**config.mk**
```make
export PLATFORM = sky130hd
export DESIGN_NAME = fib_bcd_conv
export DESIGN_NICKNAME = d
export VERILOG_FILES = /design/src/rtl/fib_bcd_conv.sv
export SDC_FILE = /design/constraint.sdc
export NUM_CORES = 1
export LEC_CHECK = 0
export CORE_AREA = 2 2 92 94
export DETAILED_ROUTE_END_ITERATION = 7
export DIE_AREA = 0 0 94 96
export PLACE_DENSITY = 0.72
export SETUP_SLACK_MARGIN = 0.02
export SLEW_MARGIN = 30
export SYNTH_ARGS = -nofsm -noshare
export SYNTH_HDL_FRONTEND = slang
export SYNTH_SLANG_ARGS = --single-unit
```
**constraint.sdc**
```tcl
create_clock -name clk -period 3.2 [get_ports clk]
set_clock_uncertainty 0.15 [all_clocks]
set_input_delay 0.64 -clock clk [delete_from_list [all_inputs] [get_ports clk]]
set_output_delay 0.64 -clock clk [all_outputs]
set_load 0.02 [all_outputs]
```
**src/rtl/fib_bcd_conv.sv**
```systemverilog
// rtl/fib_bcd_conv.sv - binary to packed BCD converter for Fibonacci terms (double-dabble, 1-entry pending buffer)
// Define FIB_SEQ_CHECK_EN to add the seq_err output and the Fibonacci sequence checker.
module fib_bcd_conv #(
    parameter int DATA_W = 16,
    parameter int DIGITS = 5
) (
    input  logic                  clk,
    input  logic                  reset,
    input  logic [DATA_W-1:0]     in_data,
    input  logic                  in_valid,
    output logic [4*DIGITS-1:0]   out_bcd,
    output logic                  out_valid,
    input  logic                  out_ready,
    output logic                  busy,
    output logic                  overflow,
    input  logic                  clear_ovf
`ifdef FIB_SEQ_CHECK_EN
    ,
    output logic                  seq_err
`endif
);

    localparam int CNT_W = $clog2(DATA_W + 1);

    typedef enum logic [1:0] {
        S_IDLE  = 2'd0,
        S_SHIFT = 2'd1,
        S_HOLD  = 2'd2
    } state_t;

    state_t                r_state;
    logic [DATA_W-1:0]     r_bin;
    logic [4*DIGITS-1:0]   r_acc;
    logic [CNT_W-1:0]      r_cnt;
    logic [DATA_W-1:0]     r_pend_data;
    logic                  r_pend_full;

    logic                  w_hs;
    logic                  w_direct;
    logic                  w_drain;
    logic                  w_to_pend;
    logic                  w_drop;
    logic [4*DIGITS-1:0]   w_adj;
    logic [4*DIGITS-1:0]   w_acc_nxt;

    assign w_hs      = (r_state == S_HOLD) && out_valid && out_ready;
    assign w_drain   = w_hs && r_pend_full;
    // A term goes straight into the engine only when the engine is free and nothing is queued ahead of it.
    assign w_direct  = in_valid && ((r_state == S_IDLE) || (w_hs && !r_pend_full));
    assign w_to_pend = in_valid && !w_direct && (!r_pend_full || w_drain);
    assign w_drop    = in_valid && !w_direct && r_pend_full && !w_drain;

    always_comb begin
        w_adj = '0;
        for (int i = 0; i < DIGITS; i++) begin
            w_adj[4*i +: 4] = (r_acc[4*i +: 4] >= 4'd5) ? (r_acc[4*i +: 4] + 4'd3) : r_acc[4*i +: 4];
        end
    end

    assign w_acc_nxt = {w_adj[4*DIGITS-2:0], r_bin[DATA_W-1]};
    assign busy      = (r_state != S_IDLE) || r_pend_full;

    always_ff @(posedge clk or posedge reset) begin
        if (reset) begin
            r_state     <= S_IDLE;
            r_bin       <= '0;
            r_acc       <= '0;
            r_cnt       <= '0;
            r_pend_data <= '0;
            r_pend_full <= 1'b0;
            out_bcd     <= '0;
            out_valid   <= 1'b0;
            overflow    <= 1'b0;
        end else begin
            case (r_state)
                S_IDLE: begin
                    if (in_valid) begin
                        r_bin   <= in_data;
                        r_acc   <= '0;
                        r_cnt   <= CNT_W'(DATA_W);
                        r_state <= S_SHIFT;
                    end
                end
                S_SHIFT: begin
                    r_acc <= w_acc_nxt;
                    r_bin <= r_bin << 1;
                    r_cnt <= r_cnt - CNT_W'(1);
                    if (r_cnt == CNT_W'(1)) begin
                        r_state   <= S_HOLD;
                        out_bcd   <= w_acc_nxt;
                        out_valid <= 1'b1;
                    end
                end
                S_HOLD: begin
                    if (w_hs) begin
                        out_valid <= 1'b0;
                        if (r_pend_full) begin
                            r_bin   <= r_pend_data;
                            r_acc   <= '0;
                            r_cnt   <= CNT_W'(DATA_W);
                            r_state <= S_SHIFT;
                        end else if (in_valid) begin
                            r_bin   <= in_data;
                            r_acc   <= '0;
                            r_cnt   <= CNT_W'(DATA_W);
                            r_state <= S_SHIFT;
                        end else begin
                            r_state <= S_IDLE;
                        end
                    end
                end
                default: r_state <= S_IDLE;
            endcase

            if (w_to_pend) begin
                r_pend_data <= in_data;
                r_pend_full <= 1'b1;
            end else if (w_drain) begin
                r_pend_full <= 1'b0;
            end

            if (w_drop)
                overflow <= 1'b1;
            else if (clear_ovf)
                overflow <= 1'b0;
        end
    end

`ifdef FIB_SEQ_CHECK_EN
    logic [DATA_W-1:0] r_p0;
    logic [DATA_W-1:0] r_p1;
    logic [1:0]        r_hist;
    logic [DATA_W-1:0] w_sum;
    logic              w_accept;
    logic              w_mismatch;

    // Terms are checked in arrival order, which is also the order they are converted.
    assign w_sum      = r_p0 + r_p1;
    assign w_accept   = in_valid && !w_drop;
    assign w_mismatch = w_accept && (r_hist == 2'd2) && (in_data != w_sum);

    always_ff @(posedge clk or posedge reset) begin
        if (reset) begin
            r_p0    <= '0;
            r_p1    <= '0;
            r_hist  <= 2'd0;
            seq_err <= 1'b0;
        end else begin
            if (w_drop) begin
                r_hist <= 2'd0;
            end else if (w_accept) begin
                r_p0   <= r_p1;
                r_p1   <= in_data;
                r_hist <= (r_hist == 2'd2) ? 2'd2 : r_hist + 2'd1;
            end

            if (w_mismatch)
                seq_err <= 1'b1;
            else if (clear_ovf)
                seq_err <= 1'b0;
        end
    end
`endif

endmodule

```
# Yosys cells after proc, flatten, opt, wreduce, memory -nomap -nowiden
# Cells that the tools add are included.
[op_classes]
add_sub_neg = 6
order_cmp = 5
n_eq_ne = 6
n_mux = 30
reduce_logical = 25
[op_table]
columns = ["cell", "n"]
rows = [
  ["2-to-1 mux 20 bit", 3],
  ["case mux 20 bit (3 select lines)", 1],
  ["2-to-1 mux 16 bit", 3],
  ["case mux 16 bit (3 select lines)", 1],
  [">= comparator 4 x 3 -> 1 bit, second input constant", 5],
  ["adder 4 x 2 -> 4 bit, second input constant", 4],
  ["2-to-1 mux 4 bit", 4],
  ["2-to-1 mux 5 bit", 3],
  ["case mux 5 bit (3 select lines)", 1],
  ["logical AND 1 bit", 9],
  ["2-to-1 mux 1 bit", 8],
  ["nonzero test 2 bit", 4],
  ["2-to-1 mux 2 bit", 3],
  ["!= test 2 bit, second input constant", 3],
  ["case mux 2 bit (3 select lines)", 1],
  ["AND reduction 3 bit", 2],
  ["== test 5 x 1 -> 1 bit, second input constant", 1],
  ["subtractor 5 x 1 -> 5 bit, second input constant", 1],
  ["AND reduction 2 bit", 2],
  ["adder 3 x 2 -> 3 bit, second input constant", 1],
  ["logical NOT 1 bit", 3],
  ["logical OR 1 bit", 3],
  ["2-to-1 mux 3 bit", 1],
  ["nonzero test 3 bit", 1],
  ["4 further kinds", 4],
]
[word_totals]
regBits = 82
inputBits = 21
out_inout_bits = 23
elab_cells = 81

# Longest topological paths before layout
# Gate-level depths: netlist of run 1.
[logic_depth]
ltp_word = 11
ltp_mapped = 8
ltp_nobuf = 6

# Least setup slack after synthesis of run 1
# No wires, ideal clock.
[synth_path]
path_type = "reg-to-reg"
start = "register r_state[0]"
end = "register r_acc[11]"
setup_ns = 0.126
arrival_ns = 1.789
required_time_ns = 2.924
slack_ns = 1.135
stages_incl_launch_ff = 8
path_buffers = 1
period_less_slack_ns = 2.065
cell_sequence = "dfrtp_1 -> inv_1 -> ha_1 -> a21boi_1 -> or2_1 -> or2_1 -> buf_6 -> a221o_1"
[synth_via]
elab_chain_cells = 5
elab_cells_between_ends = 9
cone_classes = "eq/ne: 3; mux: 1; reduce/logical: 5"
[synth_lines]
columns = ["element", "line_no", "source"]
rows = [
  ["start: declaration", "31", "state_t r_state;"],
  ["start signal: assignment", "65", "r_state <= S_IDLE;"],
  ["start signal: assignment", "81", "r_state <= S_SHIFT;"],
  ["start signal: assignment", "89", "r_state <= S_HOLD;"],
  ["== test 2 bit", "46, 75", ""],
  ["logical AND 1 bit (2 in a row)", "46", "assign w_hs = (r_state == S_HOLD) && out_valid && out_ready;"],
  ["!= test 2 bit (no source line)", "n/a", ""],
  ["AND reduction 2 bit (no source line)", "n/a", ""],
  ["end signal: assignment", "85", "r_acc <= w_acc_nxt;"],
  ["end: declaration", "33", "logic [4*DIGITS-1:0] r_acc;"],
]
# Parallel ways exist; a longest one is shown, timed or not.
# A chain may end at the register's enable or synchronous reset.

# Worst setup path in the final report of run 1
[layout_path]
start = "register r_state[0]"
end = "output busy"
[layout_via]
elab_chain_cells = 2
[layout_lines]
columns = ["element", "line_no", "source"]
rows = [
  ["nonzero test 2 bit", "61", "assign busy = (r_state != S_IDLE) || r_pend_full;"],
  ["logical OR 1 bit", "61", ""],
  ["end: declaration", "14", "output logic busy,"],
]
# No other way between the ends.

==> results of run 1 <==
[state kept, by name (all words and copies together) (netlist names)]
name         flops
out_bcd         20
r_pend_data     16
r_acc           20
r_state          2
out_valid        1
r_cnt            5
r_pend_full      1
overflow         1
r_bin           16
[cell families after synthesis]
| family | share of synthesized area [%] |
|---|---|
| XOR/XNOR | 1.31 |
| adder cells (fa/ha/maj) | 5.23 |
| flip-flops | 51.0 |
| AND/OR/NAND/NOR | 6.94 |
| AO/OA/AOI/OAI | 21.7 |
| buffers and inverters | 4.42 |
| multiplexers | 9.37 |
[cell usage in the layout (no fill, tap or decap), types with 2 or more instances in the layout]
cell	n
xnor2_1	5
nand2b_1	9
inv_1	18
and3_1	5
o21ai_0	20
a21oi_1	20
clkbuf_1	2
a22o_1	27
o2bb2ai_1	21
a221o_1	5
clkinv_2	3
a21boi_1	2
nand3_1	3
mux2i_1	5
dfrtp_1	82
clkbuf_8	10
ha_1	16
a22oi_1	15
mux2_2	29
nor2_1	2
nor3b_1	9
buf_4	11
clkdlybuf4s50_1	43
a32o_1	2
nand2_1	14
[power by group]
part / switching [uW] / leakage (uW) / internal [uW]
clock network: 351 / 0.0000962 / 376
logic: 777 / 0.000926 / 586
registers: 165 / 0.00108 / 1280
total: 1290 / 0.00211 / 2250
[per-stage QoR]
stage	instance area, sq um	utilization (%)	cells	setup slack, ns	total power [uW]
3_3_place_gp	4590	57.0	487	0.251	2770
6_report	4770	59.3	502	0.659	3540
3_5_place_dp	4590	57.0	487	0.217	2830
5_1_grt	4770	59.3	502	0.560	3780
2_1_floorplan	4020	-	349	0.302	2440
4_1_cts	4770	59.3	502	0.472	3550
[layout make-up]
class	count	area (sq um)	share of cell area, %
Sequential cell	82	2050	43.0
Multi-Input combinational cell	226	1800	37.7
Timing Repair Buffer	55	533	11.2
Clock buffer	12	145	3.04
Tap cell	105	131	2.75
Inverter	19	72.6	1.52
Clock inverter	3	40.0	0.839
[per-layer routing]
metal / part of all wire (%) / track usage, % / vias up / routed length (um)
met5: 0 / 0 / - / 0
met4: 1.2 / 6.64 / 0 / 94
met3: 3.3 / 3.29 / 12 / 267
met2: 48 / 33.5 / 61 / 3830
met1: 48 / 25.9 / 1449 / 3810
li1: - / - / 1384 / -
[worst paths after layout]
check	depth (start not counted)	to	slack, ns
setup / recovery	4	busy	0.66
hold / removal	2	out_bcd[8]	0.33
setup reg to reg	6	r_acc[19]	0.74
hold reg to reg	2	out_bcd[8]	0.33
max in group asynchronous	3	r_acc[13]	2.01
min in group asynchronous	3	r_pend_data[5]	0.55
[worst reg2reg max path: cells and delay by family, from the launching register on]
kind | cells | cell delay (ns)
buf+inv | 1 | 0.08
simple gates | 2 | 0.76
flops | 1 | 0.41
compound gates | 2 | 0.63
fa+ha+maj | 1 | 0.30
==> run summary, run 1 <==
Status: completed
Worst slew pin tran: 0.637 ns
MaxCap Viol Count: 0
Post-synth cell types: 39
Top-Level Pins: 44
Post-CTS sizing: 0
Critical Path Source: r_state[0]
Final Hold Violating Endpoints: 0
WHS: 0.329 ns
Max Freq: 393 MHz
Largest net degree at the start of global routing: 83
Filler Cells Inserted: 673
RSZ-0062 raised after global routing: false
Cell Area, Synth: 0.00402 sq mm
Worst R2R Start: r_state[0]
Ys flop type: dfrtp_1
Initial antenna violation count: 0
Tmin final: 2.54 ns
Core ar.: 0.00805 sq mm
HP Start: out_bcd[8]
Root buffer cell: clkbuf_8
Async SR Flop Fraction: 100%
Register area share after synthesis: 51.0%
Drt drc: 0
#FFs+latches synth: 82
Drt pass-1 iters: 4
Max VDD drop: 0.416 mV
Synth warn: 0
Vias: 2906
Critical Path RT: 2.41 ns
Share of cells above drive strength 1: 14.4%
Detailed Place HPWL: 5290 um
Synth-to-layout area growth: 18.6%
Site Rows: 33
Most frequent cells after synthesis: 82 x dfrtp_1, 29 x mux2_2, 27 x a22o_1
First-pass GRT wire length: 14000 um
Synth top area share: 51.0%
CP delay by family, top: buffers and inverters
Clk_lat worst skew: 0.34 ns
Die height: 96 um
Routed len/inst: 15.9 um
CP bufs+invs: 2
# diodes: 0
CTS sink cnt: 82
Worst Hold Class: reg2reg
Avg Synthesized Cell Area: 11.5 sq um
Mapped Cells: 349
CP max-delay cell: clkdlybuf4s50_1
Die Wd: 94 um
Vias in the first global route: 2978
GR Util All Layers: 19.7%
CP Capture Type: output port
EDFF count, synth: 0
Pleak: 0.00211 uW
Cell taking the most area after synthesis: dfrtp_1
1st-iter DRT viols: 143
Critical path arrival: 1.75 ns
Initial Util: 49.9%
Final Max Slew Viols: 0
Top-count cell post-synth: dfrtp_1
Fin nets: 430
Worst-path fanout max: 4
Max-slew headroom: 57.6%
Inserted Clock Buffers: 9
Die area: 0.00902 sq mm
CP peak stage delay: 0.59 ns
# setup viols final: 0
Setup Crit Path Kind: reg2out
Routability cong.: 0.796
Max Root-Sink Buffers: 2
Clk slew on worst S/H paths: 0.08 ns
Final wirelength: 8000 um
PwrDens: 742 mW/mm^2
H-tree levels: 3
TritonCTS clock tree: yes
Worst Setup Start Kind: register
Critical path, cell by cell: inv_1, ha_1, nand2b_1, clkdlybuf4s50_1
Routed Antenna Nets: 0
Total grt overflow: 0
Via density: 5.79
# hold bufs at CTS: 0
Tcrit/Tclk final: 79.4%
Most area-consuming cells after synthesis: dfrtp_1 51%, mux2_2 8.1%, a22o_1 5.9%
Post-Syn Nets: 386
Post-CTS Setup Bufs: 0
Port Buffers: 43
Setup total negative slack: 0 ns
(Power assumes the default switching activity.)
==> run 2: changes to the inputs <==
Settings changed: PLACE_DENSITY 0.72 to 0.75.
Clock period 3.2 ns to 2.3 ns, I/O delays scaled along.
==> run summary, run 2 (same netlist as run 1, synthesis figures left out) <==
# setup viols final: 0 (unchanged)
Worst slew pin tran: 0.649 ns (was 0.637 ns)
Root buffer cell: clkbuf_8 (unchanged)
TritonCTS clock tree: yes (unchanged)
Drt pass-1 iters: 6 (was 4)
Total Power: 5110 uW (was 3540 uW)
Internal Power: 3270 uW (was 2250 uW)
WHS: 0.311 ns (was 0.329 ns)
Post-route cell area: 0.00489 sq mm (was 0.00477 sq mm)
PwrDens: 1050 mW/mm^2 (was 742 mW/mm^2)
CP Capture Type: register (was output port)
Worst-path fanout max: 28 (was 4)
Max VDD drop: 0.690 mV (was 0.416 mV)
Via density: 5.68 (was 5.79)
Detailed Place HPWL: 5450 um (was 5290 um)
Max Root-Sink Buffers: 2 (unchanged)
Switch share: 36.0% (was 36.5%)
Critical Path RT: 2.39 ns (was 2.41 ns)
Placed insts: 493 (was 487)
# hold bufs at CTS: 0 (unchanged)
Tcrit/Tclk final: 92.4%
Filler Cells Inserted: 665 (was 673)
Initial antenna violation count: 0 (unchanged)
Inserted Clock Buffers: 9 (unchanged)
Final Max Slew Viols: 0 (unchanged)
Comb pwr share: 39.2% (was 38.5%)
Final Hold Violating Endpoints: 0 (unchanged)
Clock power frac: 21.4% (was 20.5%)
Worst Hold Class: in2async (was reg2reg)
1st-iter DRT viols: 163 (was 143)
RSZ-0062 raised after global routing: false (unchanged)
Vias: 2889 (was 2906)
Pleak: 0.00215 uW (was 0.00211 uW)
Critical path arrival: 2.21 ns (was 1.75 ns)
Post-CTS sizing: 1 (was 0)
Most common cell after layout, fill and taps aside: dfrtp_1 (unchanged)
Fin nets: 436 (was 430)
Vias in the first global route: 2906 (was 2978)
MaxCap Viol Count: 0 (unchanged)
Status: completed (unchanged)
Drt drc: 0 (unchanged)
Most frequent cells in the layout: 82 x dfrtp_1, 42 x clkdlybuf4s50_1, 29 x mux2_2, 27 x a22o_1, 21 x o2bb2ai_1 (was 82 x dfrtp_1, 43 x clkdlybuf4s50_1, 29 x mux2_2, 27 x a22o_1, 21 x o2bb2ai_1)
Routed len/inst: 15.8 um (was 15.9 um)
Sequential Power Share: 39.4% (was 40.9%)
Worst Setup Start Kind: register (unchanged)
Die Wd: 94 um (unchanged)
Clk slew on worst S/H paths: 0.08 ns (about the same)
Placed inst area: 0.00468 sq mm (was 0.00459 sq mm)
Site Rows: 33 (unchanged)
# diodes: 0 (unchanged)
FF-to-FF setup slack: 0.18 ns (was 0.74 ns)
First-pass GRT wire length: 13900 um (was 14000 um)
H-tree levels: 3 (unchanged)
GR Util All Layers: 19.7% (about the same)
Clk_lat worst skew: 0.36 ns (was 0.34 ns)
Final wirelength: 8050 um (was 8000 um)
Largest net degree at the start of global routing: 32 (was 83)
CTS sink cnt: 82 (unchanged)
Net switching power: 1840 uW (was 1290 uW)
Post-CTS Setup Bufs: 0 (unchanged)
Routed Antenna Nets: 0 (unchanged)
Share of cells above drive strength 1: 15.6% (was 14.4%)
Total grt overflow: 0 (unchanged)
Largest regs: out_bcd (20), r_acc (20) (unchanged)
Routability cong.: 0.789 (was 0.796)
Core ar.: 0.00805 sq mm (unchanged)
Die area: 0.00902 sq mm (unchanged)
Non-Filler Instances: 509 (was 502)
Port Buffers: 43 (unchanged)
Max Freq: 471 MHz
Max-slew headroom: 56.7% (was 57.6%)
Die height: 96 um (unchanged)
Synth-to-layout area growth: 21.5% (was 18.6%)
Top-Level Pins: 44 (unchanged)
Initial Util: 49.9% (unchanged)
Tmin final: 2.12 ns
Setup Crit Path Kind: reg2reg (was reg2out)
-- run 2: cell count changes in the layout (fill, tap and decap cells not counted), moves of 2 or more --
| cell | delta |
|---|---|
| buf_4 | +2 |
| buf_12 | +4 |
| clkinv_2 | -3 |
| clkinvlp_4 | +2 |
-- run 2: layout make-up --
| class | instances | area [sq um] | share of cell area [%] |
|---|---|---|---|
| clock buffers | 13 | 159 | 3.25 |
| inverters | 19 | 75.1 | 1.54 |
| repair buffers | 61 | 627 | 12.8 |
| well taps | 105 | 131 | 2.69 |
| flip-flops and latches | 82 | 2050 | 42.0 |
| clock inverters | 3 | 46.3 | 0.947 |
| multi-input cells | 226 | 1800 | 36.8 |
-- run 2: power by group through the flow --
stage | logic, uW | clock network [uW] | registers (uW)
floorplan | 1380 | 0 | 2010
global placement | 1950 | 0 | 2020
detailed placement | 2020 | 0 | 2030
CTS | 2020 | 1120 | 2010
global route | 2220 | 1170 | 2060
finish | 2000 | 1100 | 2010
-- run 2: path summary, 6_finish.rpt --
| kind | startpoint | endpoint | cells after the start |
|---|---|---|---|
| max in group asynchronous | reset | r_bin[11] | 3 |
| worst max-delay path | r_state[0] | r_acc[19] | 7 |
| min in group clk | out_bcd[3] | out_bcd[3] | 2 |
| worst min register to register | out_bcd[3] | out_bcd[3] | 2 |
| worst max register to register | r_state[0] | r_acc[19] | 7 |
| worst min-delay path | reset | out_bcd[11] | 2 |
-- run 2: metrics by stage --
stage               util [%]  worst slack [ns]  TNS [ns]
global placement        58.2           0.00672         0
CTS                     60.7             0.170         0
global route            60.7            0.0509         0
detailed placement      58.2           -0.0399    -0.110
finish                  60.7             0.175         0
floorplan                  -             0.235         0
-- run 2: metal layers --
layer / GRT usage [%] / vias to the layer above / wire length [um]
met1: 25.6 / 1426 / 3570
li1: - / 1392 / -
met4: 5.56 / 0 / 78
met5: 0 / - / 0
met2: 33.0 / 62 / 4050
met3: 5.01 / 9 / 351
-- run 2: critical path, stage by stage, from the launching register on --
cell      delay [ns]
dfrtp_1         0.40
inv_1           0.08
ha_1            0.21
a21boi_1        0.14
or2_1           0.22
or2_1           0.26
buf_12          0.18
a221o_1         0.36
==> run 3: changes to the inputs <==
Settings changed: SLEW_MARGIN 30 to 20.
==> results of run 3 <==
The final DEF is identical to that of run 2; final timing and power are the same.
